**src/rtl/dhsaf_pkg.sv**
```systemverilog
// Shared helpers for the DHSAF-II-CG datapath: pointer sizing and modular slot arithmetic.
package dhsaf_pkg;

  function automatic int ptr_w(input int len);
    return (len > 1) ? $clog2(len) : 1;
  endfunction

  // (a - b) mod len for a in [0, len-1] and b in [0, len-1].
  function automatic int mod_sub(input int a, input int b, input int len);
    int d;
    d = a - b;
    if (d < 0) d = d + len;
    return d;
  endfunction

endpackage

```
**src/rtl/cg_tap_ctrl_reorder.sv**
```systemverilog
// Maps circular-buffer slots to age-ordered taps (lane 0 = newest); lanes at or beyond the fill count read as zero.
module cg_tap_reorder
  import dhsaf_pkg::*;
#(
  parameter int LENGTH = 16,
  parameter int WIDTH  = 8,
  parameter int PTR_W  = ptr_w(LENGTH),
  parameter int FILL_W = $clog2(LENGTH + 1)
) (
  input  logic [LENGTH*WIDTH-1:0] reg_out,
  input  logic [PTR_W-1:0]        newest,
  input  logic [FILL_W-1:0]       fill,
  output logic [LENGTH*WIDTH-1:0] taps
);

  always_comb begin
    taps = '0;
    for (int i = 0; i < LENGTH; i++) begin
      if (i < int'(fill))
        taps[i*WIDTH +: WIDTH] = reg_out[mod_sub(int'(newest), i, LENGTH)*WIDTH +: WIDTH];
    end
  end

endmodule

```
**src/rtl/cg_tap_ctrl.sv**
```systemverilog
// Write-side controller for the clock-gated tap delay line: one slot written per sample,
// negedge-registered one-hot clock enables, and an age-ordered, fill-masked tap readback.
module cg_tap_ctrl
  import dhsaf_pkg::*;
#(
  parameter int LENGTH = 16,
  parameter int WIDTH  = 8
) (
  input  logic                    clk,
  input  logic                    reset,
  input  logic                    in_valid,
  input  logic [WIDTH-1:0]        in_sample,
  input  logic                    clear,
  output logic [LENGTH-1:0]       cg_en,
  output logic [LENGTH*WIDTH-1:0] reg_in,
  input  logic [LENGTH*WIDTH-1:0] reg_out,
  output logic [LENGTH*WIDTH-1:0] tap_out,
  output logic                    tap_valid,
  output logic                    tap_full
);

  localparam int PTR_W  = ptr_w(LENGTH);
  localparam int FILL_W = $clog2(LENGTH + 1);

  // Handshake: in_valid alone qualifies in_sample at posedge; there is no ready,
  // every valid sample is taken unless clear is high in the same cycle.
  logic [PTR_W-1:0]        wr_ptr;
  logic [PTR_W-1:0]        slot_q;
  logic [PTR_W-1:0]        newest_q;
  logic [WIDTH-1:0]        sample_q;
  logic                    pend_q;
  logic [FILL_W-1:0]       fill_q;
  logic                    rd_pend_q;
  logic [FILL_W-1:0]       rd_fill_q;
  logic                    clr_q;
  logic [LENGTH*WIDTH-1:0] taps_next;

  wire accept = in_valid && !clear;

  // Stage 0: accept, pointer and fill bookkeeping.
  always_ff @(posedge clk or posedge reset) begin
    if (reset) begin
      wr_ptr   <= '0;
      slot_q   <= '0;
      sample_q <= '0;
      pend_q   <= 1'b0;
      fill_q   <= '0;
    end else if (clear) begin
      wr_ptr <= '0;
      fill_q <= '0;
      pend_q <= 1'b0;
    end else if (accept) begin
      sample_q <= in_sample;
      slot_q   <= wr_ptr;
      wr_ptr   <= (wr_ptr == PTR_W'(LENGTH - 1)) ? '0 : wr_ptr + PTR_W'(1);
      pend_q   <= 1'b1;
      if (fill_q != FILL_W'(LENGTH)) fill_q <= fill_q + FILL_W'(1);
    end else begin
      pend_q <= 1'b0;
    end
  end

  // Enables change only while clk is low so the AND-gated slot clocks cannot glitch.
  always_ff @(negedge clk or posedge reset) begin
    if (reset) cg_en <= '0;
    else       cg_en <= pend_q ? (LENGTH'(1) << slot_q) : '0;
  end

  assign reg_in = {LENGTH{sample_q}};

  // Stage 1: the slot captures on this edge; remember which write to report.
  always_ff @(posedge clk or posedge reset) begin
    if (reset) begin
      rd_pend_q <= 1'b0;
      rd_fill_q <= '0;
      newest_q  <= '0;
      clr_q     <= 1'b0;
    end else begin
      clr_q     <= clear;
      rd_pend_q <= pend_q && !clear;
      rd_fill_q <= clear ? '0 : fill_q;
      if (pend_q) newest_q <= slot_q;
    end
  end

  cg_tap_reorder #(
    .LENGTH (LENGTH),
    .WIDTH  (WIDTH),
    .PTR_W  (PTR_W),
    .FILL_W (FILL_W)
  ) u_reorder (
    .reg_out (reg_out),
    .newest  (newest_q),
    .fill    (rd_fill_q),
    .taps    (taps_next)
  );

  // Stage 2: registered ordered taps.
  always_ff @(posedge clk or posedge reset) begin
    if (reset) begin
      tap_out   <= '0;
      tap_valid <= 1'b0;
      tap_full  <= 1'b0;
    end else begin
      tap_full <= (rd_fill_q == FILL_W'(LENGTH));
      if (clr_q) begin
        tap_out   <= '0;
        tap_valid <= 1'b0;
      end else if (rd_pend_q) begin
        tap_out   <= taps_next;
        tap_valid <= 1'b1;
      end else begin
        tap_valid <= 1'b0;
      end
    end
  end

  a_cg_en_onehot0: assert property (@(posedge clk) disable iff (reset) $onehot0(cg_en));

endmodule

```
**config.mk**
```make
export PLATFORM = sky130hd
export DESIGN_NAME = cg_tap_ctrl
export DESIGN_NICKNAME = d
export VERILOG_FILES = /design/src/rtl/dhsaf_pkg.sv /design/src/rtl/cg_tap_ctrl_reorder.sv /design/src/rtl/cg_tap_ctrl.sv
export SDC_FILE = /design/constraint.sdc
export NUM_CORES = 1
export LEC_CHECK = 0
export CAP_MARGIN = 40
export CORE_MARGIN = 2
export CORE_UTILIZATION = 45
export DETAILED_ROUTE_END_ITERATION = 12
export PLACE_DENSITY = 0.76
export REMOVE_ABC_BUFFERS = 1
export SYNTH_ARGS = -nofsm -noshare
export SYNTH_HDL_FRONTEND = slang
export SYNTH_SLANG_ARGS = --single-unit
```
**constraint.sdc**
```tcl
create_clock -name clk -period 11.2 [get_ports clk]
set_input_delay 1.12 -clock clk [delete_from_list [all_inputs] [get_ports clk]]
set_output_delay 1.12 -clock clk [all_outputs]
set_load 0.005 [all_outputs]
```
=== After elaboration in Yosys (flattened, before gate mapping) ===
Cells that the tools add are included.

* Bits in registers: 179
* Bits of input ports: 140

* Add/subtract/negate cells: 33
* Magnitude comparators: 32
* Equality and inequality tests: 3
* Shift-type cells: 17
* Multiplexer cells: 62
* Bitwise gates (word level): 1
* Reduce and logical (&&, ||, !) cells: 8

{| class="wikitable"
|+ Operator list
! cell !! number
|-
| $shiftx 128x32->8 || 16
|-
| $mux 29 || 32
|-
| $mux 128 || 2
|-
| $mux 8 || 16
|-
| $add 5x6->7 const B || 15
|-
| $lt 5x1->1 const B || 15
|-
| $lt 4x5->1 const A || 8
|-
| $sub 4x4->5 const B || 8
|-
| $lt 3x5->1 const A || 4
|-
| $mux 5 || 4
|-
| $sub 4x3->5 const B || 4
|-
| $mux 16 || 1
|-
| $shl 1x4->16 const A || 1
|-
| $mux 4 || 3
|-
| $lt 1x5->1 const A || 2
|-
| $lt 2x5->1 const A || 2
|-
| $sub 4x2->5 const B || 2
|-
| $add 4x5->6 const B || 1
|-
| $reduce_bool 2->1 || 3
|-
| $add 5x1->5 const B || 1
|-
| $eq 5x5->1 const B || 1
|-
| $ne 5x5->1 const B || 1
|-
| $sub 4x1->5 const B || 1
|-
| $add 4x1->4 const B || 1
|-
| other kinds (7) || 12
|}

=== Longest topological paths before layout ===
Gate-level depths: netlist (run 1).

* Depth in word-level cells: 8
* Depth in mapped cells: 12

=== Hierarchy ===
A second synthesis (run 1) with hierarchy kept.

* Cells, all modules: 1228
* Area total of the unflattened synthesis: 14266.2 µm²

{| class="wikitable"
|+ Modules (own cells, without submodules)
! module !! times used !! cells an instance !! area each (µm²)
|-
| cg_tap_ctrl || 1 || 675 || 8084.0
|-
| cg_tap_reorder || 1 || 553 || 6182.2
|}

==> flow_summary.ini, run 1 <==
[yosys]
synth_area_um2 = 14400
yosys-top-cells-area = dfrtp_1 (28%), mux4_2 (15%), mux2i_1 (14%)
ys_async_sr_fraction = 1.00
yosysTopAreaCell = dfrtp_1
syn_inst = 1273
synth_edf_count = 0
synth_top_cell_area_share = 0.283
ys_types = 57
synth_ff_type = dfrtp_1
ys_seq_area_frac = 0.311
yosysWarningCount = 0
syn_avg_cell_area_um2 = 11.3
ys_seq_elements = 179

[power]
swShare = 0.364
p_int_uw = 1510
seq_power_share = 0.294
p_sw_uw = 864
combPwrFrac = 0.442
p_per_area_nw_per_um2 = 126
pwr-share-clk = 0.263
p_leak_uw = 0.00776
peakVddDrop_v = 0.000117

[die]
fp.dieH_um = 183
core_um2 = 31600
initial_utilization = 0.457
design.die.area_um2 = 33500
dieWidth_um = 183
rows = 65
io_pins = 414

[clock_network]
worstSkewPairLatency_ns = 0.45
cts_resized = 0
h-tree-depth = 4
tritoncts = yes
cts-root-buf = clkbuf_16
clk_path_buf_depth = 2
clk_pin_slew_worst_paths_ns = 0.08
cts_hold_buf = 0
post-cts-setup-buffers = 0
cts_buffers = 17
cts_sinks = 179

[critical_path]
path_max_fanout = 1
crit_path_end_kind = output pin
cp_num_cells = 1
reg2reg_depth = 2
required_ns = 10.08
setup.worst_path.class = reg2out
cp-start-kind = flop
r2r-end = cg_en[8]
crit_family = buffers and inverters
critPathBufInv = 1
path_cells = clkdlybuf4s50_1
critical-path-slowest-cell = clkdlybuf4s50_1
ff2ff_setup_slack_ns = 4.34
cp_data_arrival_time_ns = 6.93
r2r-start = pend_q
slowest_delay_ns = 0.51
crit_start = cg_en[13]
cp-endpoint = cg_en[13]

[detailed_routing]
wire_per_inst_um = 27.1
first_pass_iters = 5
drt_iter0_drc = 1628
vias = 12800
drt-vias-per-instance = 6.60
totalWireLength_mm = 52.4
drcViolationCount = 0
drtAntennaViolNets = 0

[layout]
nets = 1674
multiInputGateArea_um2 = 8540
antennaDiodeCount = 0
area_growth_pct = 30.0
design_area_um2 = 18800
fill_cells = 2545
drive_above_1_share = 0.156
register_area_um2 = 4490

[min_path]
hp-start = tap_out[113]
worstHoldPathCells = 2
holdCritPathClass = reg2reg

[timing]
rsz0062_at_grt = no
skew_ns = 0.0386
finalMaxSlewViolations = 0
setup_viol = 0
max-slew-margin-rel = 0.353
hold_viol_final = 0
setup_ws_ns = 3.15
hold_ws_ns = 0.492
worst_slew_pin_slew_ns = 0.970

[place]
pre_cts_ws_ns = 3.59
place_area_um2 = 18100
place_congestion = 0.890
dp_hpwl_mm = 38.5
io_buffers = 413

[global_routing]
track_usage = 0.307
grt-ovfl-total = 0
grt_pass1_wl_mm = 77.2
grt_start_max_net_pins = 81
first_global_vias = 12600
antenna_found_initial = 0

[flow_run]
cap_violations = 0

[outcome]
status = finished clean
==> power groups by stage <==
stage	sequential (uW)	combinational (uW)	clock (uW)
after detailed placement	711	1020	0
after floorplan	736	674	0
after CTS	698	1030	627
after global routing	702	1100	655
final	697	1050	624
after global placement	708	977	0
==> state kept, by name, summed over array words and instances, names as in the netlist <==
register,flops
cg_en,16
clr_q,1
fill_q,5
newest_q,4
pend_q,1
rd_fill_q,5
rd_pend_q,1
sample_q,8
slot_q,4
tap_full,1
tap_out,128
tap_valid,1
wr_ptr,4
==> cell usage in the layout, fill, tap and decap left out, types with 4 or more instances in the layout <==
master           count
a211o_1             64
a21o_1               4
a21oi_1              5
a22oi_1              8
buf_16               6
buf_4               28
clkbuf_16           17
clkdlybuf4s50_1    413
clkinv_8             5
dfrtn_1             16
dfrtp_1            160
ha_1                 9
inv_1                7
inv_6                5
inv_8                5
mux2_2              45
mux2i_1            202
mux4_1              21
mux4_2              99
nand2_1             72
nand2b_1             5
nand3_1             31
nor2_1              25
nor3_1             132
o211ai_1            18
o21ai_0              6
o21ai_1             14
o221ai_1            48
xnor2_1              5
xor2_1               7
==> how the worst min path moves through the flow <==
stage                     slack, ns            to
final                          0.49  tap_out[113]
after global routing           0.51   tap_out[35]
after CTS                      0.49   tap_out[37]
after detailed placement       0.47   tap_out[37]
after global placement         0.47   tap_out[37]
after floorplan                0.48    tap_out[0]
==> kinds of logic (layout without fill, tap and decap cells) <==
| family | count (synthesis) | in the layout | share of synthesized area |
|---|---|---|---|
| flip-flops | 179 | 179 | 0.311 |
| AND/OR/NAND/NOR | 288 | 288 | 0.0946 |
| adder cells (fa/ha/maj) | 11 | 11 | 0.00954 |
| buffers and inverters | 230 | 493 | 0.101 |
| AO/OA/AOI/OAI | 179 | 179 | 0.101 |
| XOR/XNOR | 19 | 19 | 0.0157 |
| multiplexers | 367 | 367 | 0.368 |
==> area by class of cell <==
cell class | instances | area share
Inverter | 10 | 0.00227
Sequential cell | 179 | 0.239
Timing Repair Buffer | 451 | 0.244
Clock buffer | 17 | 0.0227
Clock inverter | 15 | 0.00967
Tap cell | 402 | 0.0268
Multi-Input combinational cell | 864 | 0.455
==> metal layers <==
metal  vias to the layer above  GRT usage  routed length, um
met1                      6436      0.390              19500
met5                         -          0                  0
li1                       5336          -                  -
met4                         0      0.121               2140
met2                       867      0.497              25100
met3                       146     0.0856               5670
==> through the flow <==
step                      utilization  power, uW  std cells  setup TNS, ns
after detailed placement        0.574       1740       1905              0
final                           0.594       2370       1938              0
after floorplan                     -       1410       1053          -3.24
after global routing            0.594       2450       1938              0
after CTS                       0.594       2360       1937              0
after global placement          0.566       1690       1890              0
==> cell usage after synthesis (all sizes together), types with 2 or more instances <==
cell and number:
ha 11, mux2i 202, a21boi 2, o21ai 20, xnor2 9, a21oi 6
nand2 72, a22oi 8, or2 5, and2 2, nand2b 5, and3b 2
mux2 45, o31ai 2, a211o 65, nor3 132, o221ai 48, dfrtn 16
dfrtp 163, inv 10, clkbuf 39, nand4 2, or3 3, nand3 31
nor2 26, nor3b 2, nor2b 3, mux4 120, o211ai 18, a21o 4
xor2 10, buf 181
Power figures use the tool's default switching activity.
==> run 2: changes to the inputs <==
==> constraint.sdc (replaced) <==
create_clock -name clk -period 7.9 [get_ports clk]
set_input_delay 0.79 -clock clk [delete_from_list [all_inputs] [get_ports clk]]
set_output_delay 0.79 -clock clk [all_outputs]
set_load 0.005 [all_outputs]
==> flow_summary.ini, run 2 (synthesis results as in run 1) <==
[outcome]
status = finished clean

[clock_network]
clk_pin_slew_worst_paths_ns = 0.08
cts_hold_buf = 0
post-cts-setup-buffers = 0
clk_path_buf_depth = 2
worstSkewPairLatency_ns = 0.44
h-tree-depth = 4
cts-root-buf = clkbuf_16
cts_resized = 0
cts_buffers = 17
cts_sinks = 179
tritoncts = yes

[place]
place_congestion = 0.891
dp_hpwl_mm = 38.6
io_buffers = 413
placed_cells = 1905
place_area_um2 = 18200

[power]
peakVddDrop_v = 0.000141
p_leak_uw = 0.00777
p_per_area_nw_per_um2 = 179

[critical_path]
reg2reg_depth = 2
r2r-end = cg_en[8]
path_cells = clkdlybuf4s50_1
critPathBufInv = 1
required_ns = 7.11
path_max_fanout = 1
crit_family = buffers and inverters
cp-start-kind = flop
ff2ff_setup_slack_ns = 2.68
crit_path_end_kind = output pin
critical-path-slowest-cell = clkdlybuf4s50_1
setup.worst_path.class = reg2out
cp_data_arrival_time_ns = 5.27
r2r-start = pend_q
slowest_delay_ns = 0.52

[layout]
largest_register_ffs = 128
fin_cells = 1937
area_growth_pct = 30.2
fill_cells = 2550
register_area_um2 = 4490
nets = 1673
antennaDiodeCount = 0
layout_commonest_cell = clkdlybuf4s50_1
drive_above_1_share = 0.156
multiInputGateArea_um2 = 8540
layout_common_cells = clkdlybuf4s50_1 (413), mux2i_1 (202), dfrtp_1 (160)
design_area_um2 = 18800
top_regs = tap_out x128, cg_en x16, sample_q x8
regMostFlops = tap_out

[timing]
skew_ns = 0.0353
setup_viol = 0
rsz0062_at_grt = no
max-slew-margin-rel = 0.340
finalMaxSlewViolations = 0
hold_viol_final = 0
worst_slew_pin_slew_ns = 0.984

[die]
rows = 65
initial_utilization = 0.457
io_pins = 414
fp.dieH_um = 183
dieWidth_um = 183
core_um2 = 31600
design.die.area_um2 = 33500

[min_path]
hp-start = tap_out[93]
min_to = tap_out[93]
holdCritPathClass = reg2reg
worstHoldPathCells = 1

[detailed_routing]
drcViolationCount = 0
first_pass_iters = 6
totalWireLength_mm = 52.4
wire_per_inst_um = 27.0
drt_iter0_drc = 1376
drt-vias-per-instance = 6.58
vias = 12700
drtAntennaViolNets = 0

[flow_run]
cap_violations = 0

[global_routing]
track_usage = 0.310
first_global_vias = 12900
grt_start_max_net_pins = 101
antenna_found_initial = 0
grt-ovfl-total = 0
grt_pass1_wl_mm = 78.0
[run 2: per-stage QoR]
stage | setup slack, ns | hold WS [ns] | util | power [uW] | TNS, ns
finish | 1.84 | 0.490 | 0.595 | 3360 | 0
global route | 1.79 | 0.504 | 0.595 | 3490 | 0
CTS | 1.84 | 0.493 | 0.595 | 3350 | 0
detailed placement | 2.27 | 0.474 | 0.576 | 2460 | 0
global placement | 1.97 | 0.468 | 0.566 | 2390 | 0
floorplan | -2.24 | 0.480 | - | 2000 | -164.76
[run 2: area by class of cell]
| type | count | area share |
|---|---|---|
| Clock buffer | 17 | 0.0227 |
| Multi-Input combinational cell | 864 | 0.455 |
| Timing Repair Buffer | 450 | 0.245 |
| Inverter | 10 | 0.00227 |
| Clock inverter | 15 | 0.00979 |
| Sequential cell | 179 | 0.239 |
| Tap cell | 402 | 0.0268 |
[run 2: per-layer routing]
layer  vias up  GRT usage  wire, um  part of all wire
met4         0      0.133      2270             0.043
met3       137     0.0828      5760              0.11
met5         -          0         0                 0
met2       864      0.505     24800              0.47
met1      6392      0.390     19500              0.37
li1       5344          -         -                 -
[run 2: worst max path at each step]
stage	cells past startpoint	slack [ns]	end	from
after floorplan	6	-2.24	tap_out[40]	newest_q[0]
after global placement	2	1.97	cg_en[0]	reset
after detailed placement	1	2.27	cg_en[5]	cg_en[5]
after CTS	1	1.84	cg_en[12]	cg_en[12]
after global routing	1	1.79	cg_en[0]	cg_en[0]
final	1	1.84	cg_en[6]	cg_en[6]
[run 2: where the power goes]
group | switching, uW | internal (uW) | leakage, uW
Sequential | 49.0 | 931 | 0.00247
Combinational | 714 | 772 | 0.00500
Clock | 436 | 458 | 0.000301
==> RTL change 1 (settings of run 2) <==
Reset style: synchronous (`reset`), changed in 4 clocked blocks.
--- a/src/rtl/cg_tap_ctrl.sv
+++ b/src/rtl/cg_tap_ctrl.sv
@@ -39,5 +39,5 @@
 
   // Stage 0: accept, pointer and fill bookkeeping.
-  always_ff @(posedge clk or posedge reset) begin
+  always_ff @(posedge clk) begin
     if (reset) begin
       wr_ptr   <= '0;
@@ -62,5 +62,5 @@
 
   // Enables change only while clk is low so the AND-gated slot clocks cannot glitch.
-  always_ff @(negedge clk or posedge reset) begin
+  always_ff @(negedge clk) begin
     if (reset) cg_en <= '0;
     else       cg_en <= pend_q ? (LENGTH'(1) << slot_q) : '0;
@@ -70,5 +70,5 @@
 
   // Stage 1: the slot captures on this edge; remember which write to report.
-  always_ff @(posedge clk or posedge reset) begin
+  always_ff @(posedge clk) begin
     if (reset) begin
       rd_pend_q <= 1'b0;
@@ -97,5 +97,5 @@
 
   // Stage 2: registered ordered taps.
-  always_ff @(posedge clk or posedge reset) begin
+  always_ff @(posedge clk) begin
     if (reset) begin
       tap_out   <= '0;
Check against the original RTL: not checked (the comparison handles one clock edge and no latches or derived clocks); the edit may change what the design does.
==> RTL change 1 against run 2 <==
Sequential cell count stayed put; sequential share of layout area shrank 3.2 points; highest routed layer unchanged; synthesized area fell by 9.6%; critical path depth did not move; cell count fell by 2.8%; largest cell class unchanged; routed wire length decreased by 8.7%; setup slack improved by 0.0062 ns; final area shrank 7.7%; non-clock buffer count down 2.
Power is not compared: it rests on default switching activity, and its combinational part moved more than twofold at a synthesized area within 25%.
==> RTL change 1: results (changes against run 2) <==
| Metric | Value |
|---|---|
| Status | complete, no violations |
| Syn Inst Count | 1223 (-3.9%) |
| Synth unique cells | 55 (-3.5%) |
| Sequential cells | 179 (unchanged) |
| Post-DR vias/cell | 6.49 (-1.3%) |
| Post-route insts no fill | 1883 (-2.8%) |
| Reg2reg start | pend_q |
| Total grt overflow | 0 (unchanged) |
| HPWL Detailed | 36200 µm (-6.2%) |
| Compound-Gate Fraction of Synth Area | 12.6% (+2.6 points) |
| Reg2Reg Setup Slack | 2.59 ns (-0.09 ns) |
| Most used DFF post-synth | dfxtp_1 |
| Synth top area cells | dfxtp_1, mux4_2, mux2i_1, buf_4, o221ai_1 |
| Final net count | 1637 (-2.2%) |
| Most common library cells after synthesis | dfxtp_1, mux4_2, buf_4 |
| Post-synthesis mux area share | 34.6% (-2.3 points) |
| Layout non-clock buf frac | 25.9% (+1.4 points) |
| Filler cells | 2318 (-9.1%) |
| Final Hold Slack | 0.470 ns (-0.0206 ns) |
| Seq/Total Area, Yosys | 27.5% (-3.6 points) |
| Gp weighted congestion | 0.939 (+5.4%) |
| Pin count of the biggest net entering global routing | 61 (-40%) |
| Placed insts | 1836 (-3.6%) |
| Non-CTS inverters | 6 (-4) |
| 1st-iter DRT viols | 1340 (-2.6%) |
| First-pass GRT wire length | 71200 µm (-8.7%) |
| Vias in the first global route | 12100 (-6.4%) |
| Finished Cell Area | 17300 µm² (-7.7%) |
| Worst-skew pair later-pin latency | 0.49 ns (+0.05 ns) |
| Final worst slack | 1.85 ns (+0.00624 ns) |
| Dpl ws | 1.67 ns (-0.596 ns) |
| Worst hold endpoint | tap_out[40] |
| Multi-In Gates | 818 (-5.3%) |
| Adder-cell share of the synthesized area | 1.06% (+0.10 points) |
| Critical Path Source | cg_en[15] |
| GRT Util Overall | 30.9% (about the same) |
| Root buffer cell | clkbuf_16 |
| Multi-input combinational area share | 46.2% (+0.76 points) |
| Number of non-clock buffers | 448 (-0.44%) |
| Die width | 174 µm (-4.8%) |
| CP Data Arrival Time | 5.26 ns (about the same) |
| Slew at the pin with the worst max-slew slack | 0.938 ns (-0.0457 ns) |
| R2r endpoint | cg_en[2] |
| Setup Skew | 0.0414 ns (+0.00607 ns) |
| Cell family with most CP delay | buffers and inverters |
| Async S/R FF share, synth | 0% (-100 points) |
| Clk tree area frac | 4.24% (+1.0 points) |
| Register area | 3590 µm² (-20%) |
| Synth Area in XOR/XNOR | 1.71% (+0.14 points) |
[RTL change 1: changes by cell type after synthesis, sizes merged, moves of 15 or more]
cell	run 2	this run
nand3	31	1
dfrtn	16	0
dfxtp	0	179
a211o	65	49
nor3	132	105
a21boi	2	17
mux2i	202	126
nand2	72	122
mux2	45	0
o221ai	48	72
mux4	120	144
dfrtp	163	0
[RTL change 1: layer usage]
metal | vias up | GRT usage, % | routed length (µm)
met2 | 814 | 54.4 | 23800
met5 | - | 0 | 0
met3 | 159 | 5.88 | 4400
met4 | 0 | 18.5 | 3250
met1 | 6049 | 34.8 | 16400
li1 | 5199 | - | -
[RTL change 1: power breakdown]
part / switching, mW / internal [mW] / leakage [nW]
clock: 0.527 / 0.474 / 0.409
combinational: 0.148 / 0.181 / 4.24
sequential: 0.00998 / 0.904 / 1.44
total: 0.685 / 1.56 / 6.09
==> RTL change 2 (config.mk and constraints of run 2) <==
Without the edit above. `LENGTH` is set to 16 in 2 places; all go to 32.
--- a/src/rtl/cg_tap_ctrl_reorder.sv
+++ b/src/rtl/cg_tap_ctrl_reorder.sv
@@ -3,5 +3,5 @@
   import dhsaf_pkg::*;
 #(
-  parameter int LENGTH = 16,
+  parameter int LENGTH = 32,
   parameter int WIDTH  = 8,
   parameter int PTR_W  = ptr_w(LENGTH),
--- a/src/rtl/cg_tap_ctrl.sv
+++ b/src/rtl/cg_tap_ctrl.sv
@@ -4,5 +4,5 @@
   import dhsaf_pkg::*;
 #(
-  parameter int LENGTH = 16,
+  parameter int LENGTH = 32,
   parameter int WIDTH  = 8
 ) (
Interface: changed (resized cg_en, reg_in, reg_out and tap_out); port bits go from 414 to 814. The function was not compared with the original's and may differ.
==> RTL change 2 against run 2 <==
Combinational power up 120%; routed wire length rose to 2.7 times the old value; synthesized area up 98%; die area is 96% higher; core utilization fell by 0.13 points; critical path depth unchanged; largest power group unchanged; critical endpoint is now cg_en[30]; setup slack got worse by 0.16 ns; cell count is 100% higher; clock power grew 100%; final area rose by 99%; power rose by 110%; sequential cell count is 149 higher.
==> RTL change 2: results (changes against run 2) <==
| Metric | Value |
|---|---|
| Reg2Reg Setup Slack | 2.41 ns (-0.27 ns) |
| PortBufs | 813 (+97%) |
| CP endpoint | cg_en[30] |
| Met3 WL post-DR | 19800 µm (+240%) |
| Adder-cell share of the synthesized area | 0.788% (-0.17 points) |
| Status | complete, no violations |
| Min-Delay Path Depth | 2 (+1) |
| Reg clk slew, reported paths | 0.05 ns (-0.03 ns) |
| Placed cell area | 36200 µm² (+99%) |
| Compound-Gate Fraction of Synth Area | 12.9% (+2.8 points) |
| Slew at the pin with the worst max-slew slack | 0.961 ns (-0.0231 ns) |
| Vias | 27700 (+120%) |
| Dpl ws | 2.17 ns (-0.105 ns) |
| Routed wire length | 139000 µm (+170%) |
| HPWL Detailed | 107000 µm (+180%) |
| Seq/Total Area, Yosys | 28.7% (-2.4 points) |
| Filler cells | 5036 (+97%) |
| CTS buffer count | 41 (+24) |
| Initial DRT Pass Iterations | 7 (+1) |
| Met2 Use GR | 61.4% (+11 points) |
| Top Registers | tap_out x256, cg_en x32, sample_q x8 |
| Pin count of the biggest net entering global routing | 196 (+94%) |
| Initial antenna violation count | 7 (+7) |
| Final worst slack | 1.68 ns (-0.162 ns) |
| Layout cells sized above 1 | 19.8% (+4.2 points) |
| Total leakage power | 14.7 nW (+90%) |
| Most common library cells after synthesis | nand2_1, mux4_2, dfrtp_1 |
| Vias in the first global route | 26800 (+110%) |
| Setup Skew | 0.0300 ns (-0.00537 ns) |
| Met2 routed WL | 60700 µm (+140%) |
| Cells on worst reg2reg path | 3 (+1) |
| Post-route insts no fill | 3929 (+100%) |
| Final net count | 3338 (+100%) |
| Met1 wire length | 47900 µm (+150%) |
| 1st-iter DRT viols | 4706 (+240%) |
| First-pass GRT wire length | 197000 µm (+150%) |
| Synth unique cells | 60 (+5.3%) |
| Final core occ | 59.4% (-0.13 points) |
| Post-synthesis mux area share | 37.6% (+0.76 points) |
| Syn Inst Count | 2541 (+100%) |
| Hold Crit Start | tap_out[254] |
| Worst-skew pair later-pin latency | 0.59 ns (+0.15 ns) |
| R2r endpoint | cg_en[26] |
| Max layer used | met5 |
| Met1 Use GR | 51.3% (+12 points) |
| Synth Area in XOR/XNOR | 1.10% (-0.47 points) |
==> RTL change 2: cell types whose count changed in the layout (fill, tap and decap cells not counted), sizes merged, moves of 63 or more <==
cell / delta
nor3: -124
mux4: +255
nand2: +322
a221o: +72
dfrtp: +133
a22oi: +184
o22ai: +63
a211o: -65
clkdlybuf4s50: +400
==> RTL change 2: area by class of cell <==
type	instances	area share (%)
Sequential cell	328	22.0
Inverter	35	0.371
Multi-Input combinational cell	1737	47.2
Clock inverter	15	0.241
Tap cell	846	2.83
Clock buffer	55	2.99
Antenna cell	4	0.0268
Timing Repair Buffer	909	24.4
==> RTL change 2: worst register-to-register path, stage by stage, from the launching register on <==
cell	delay, ns
dfrtp_1	0.61
nor2b_1	0.29
nand3_1	0.24
nor2_1	0.37
==> RTL change 2: report_power, final <==
group,switching [mW],internal [mW]
registers,0.0672,1.70
clock network,0.803,0.995
logic,1.78,1.56
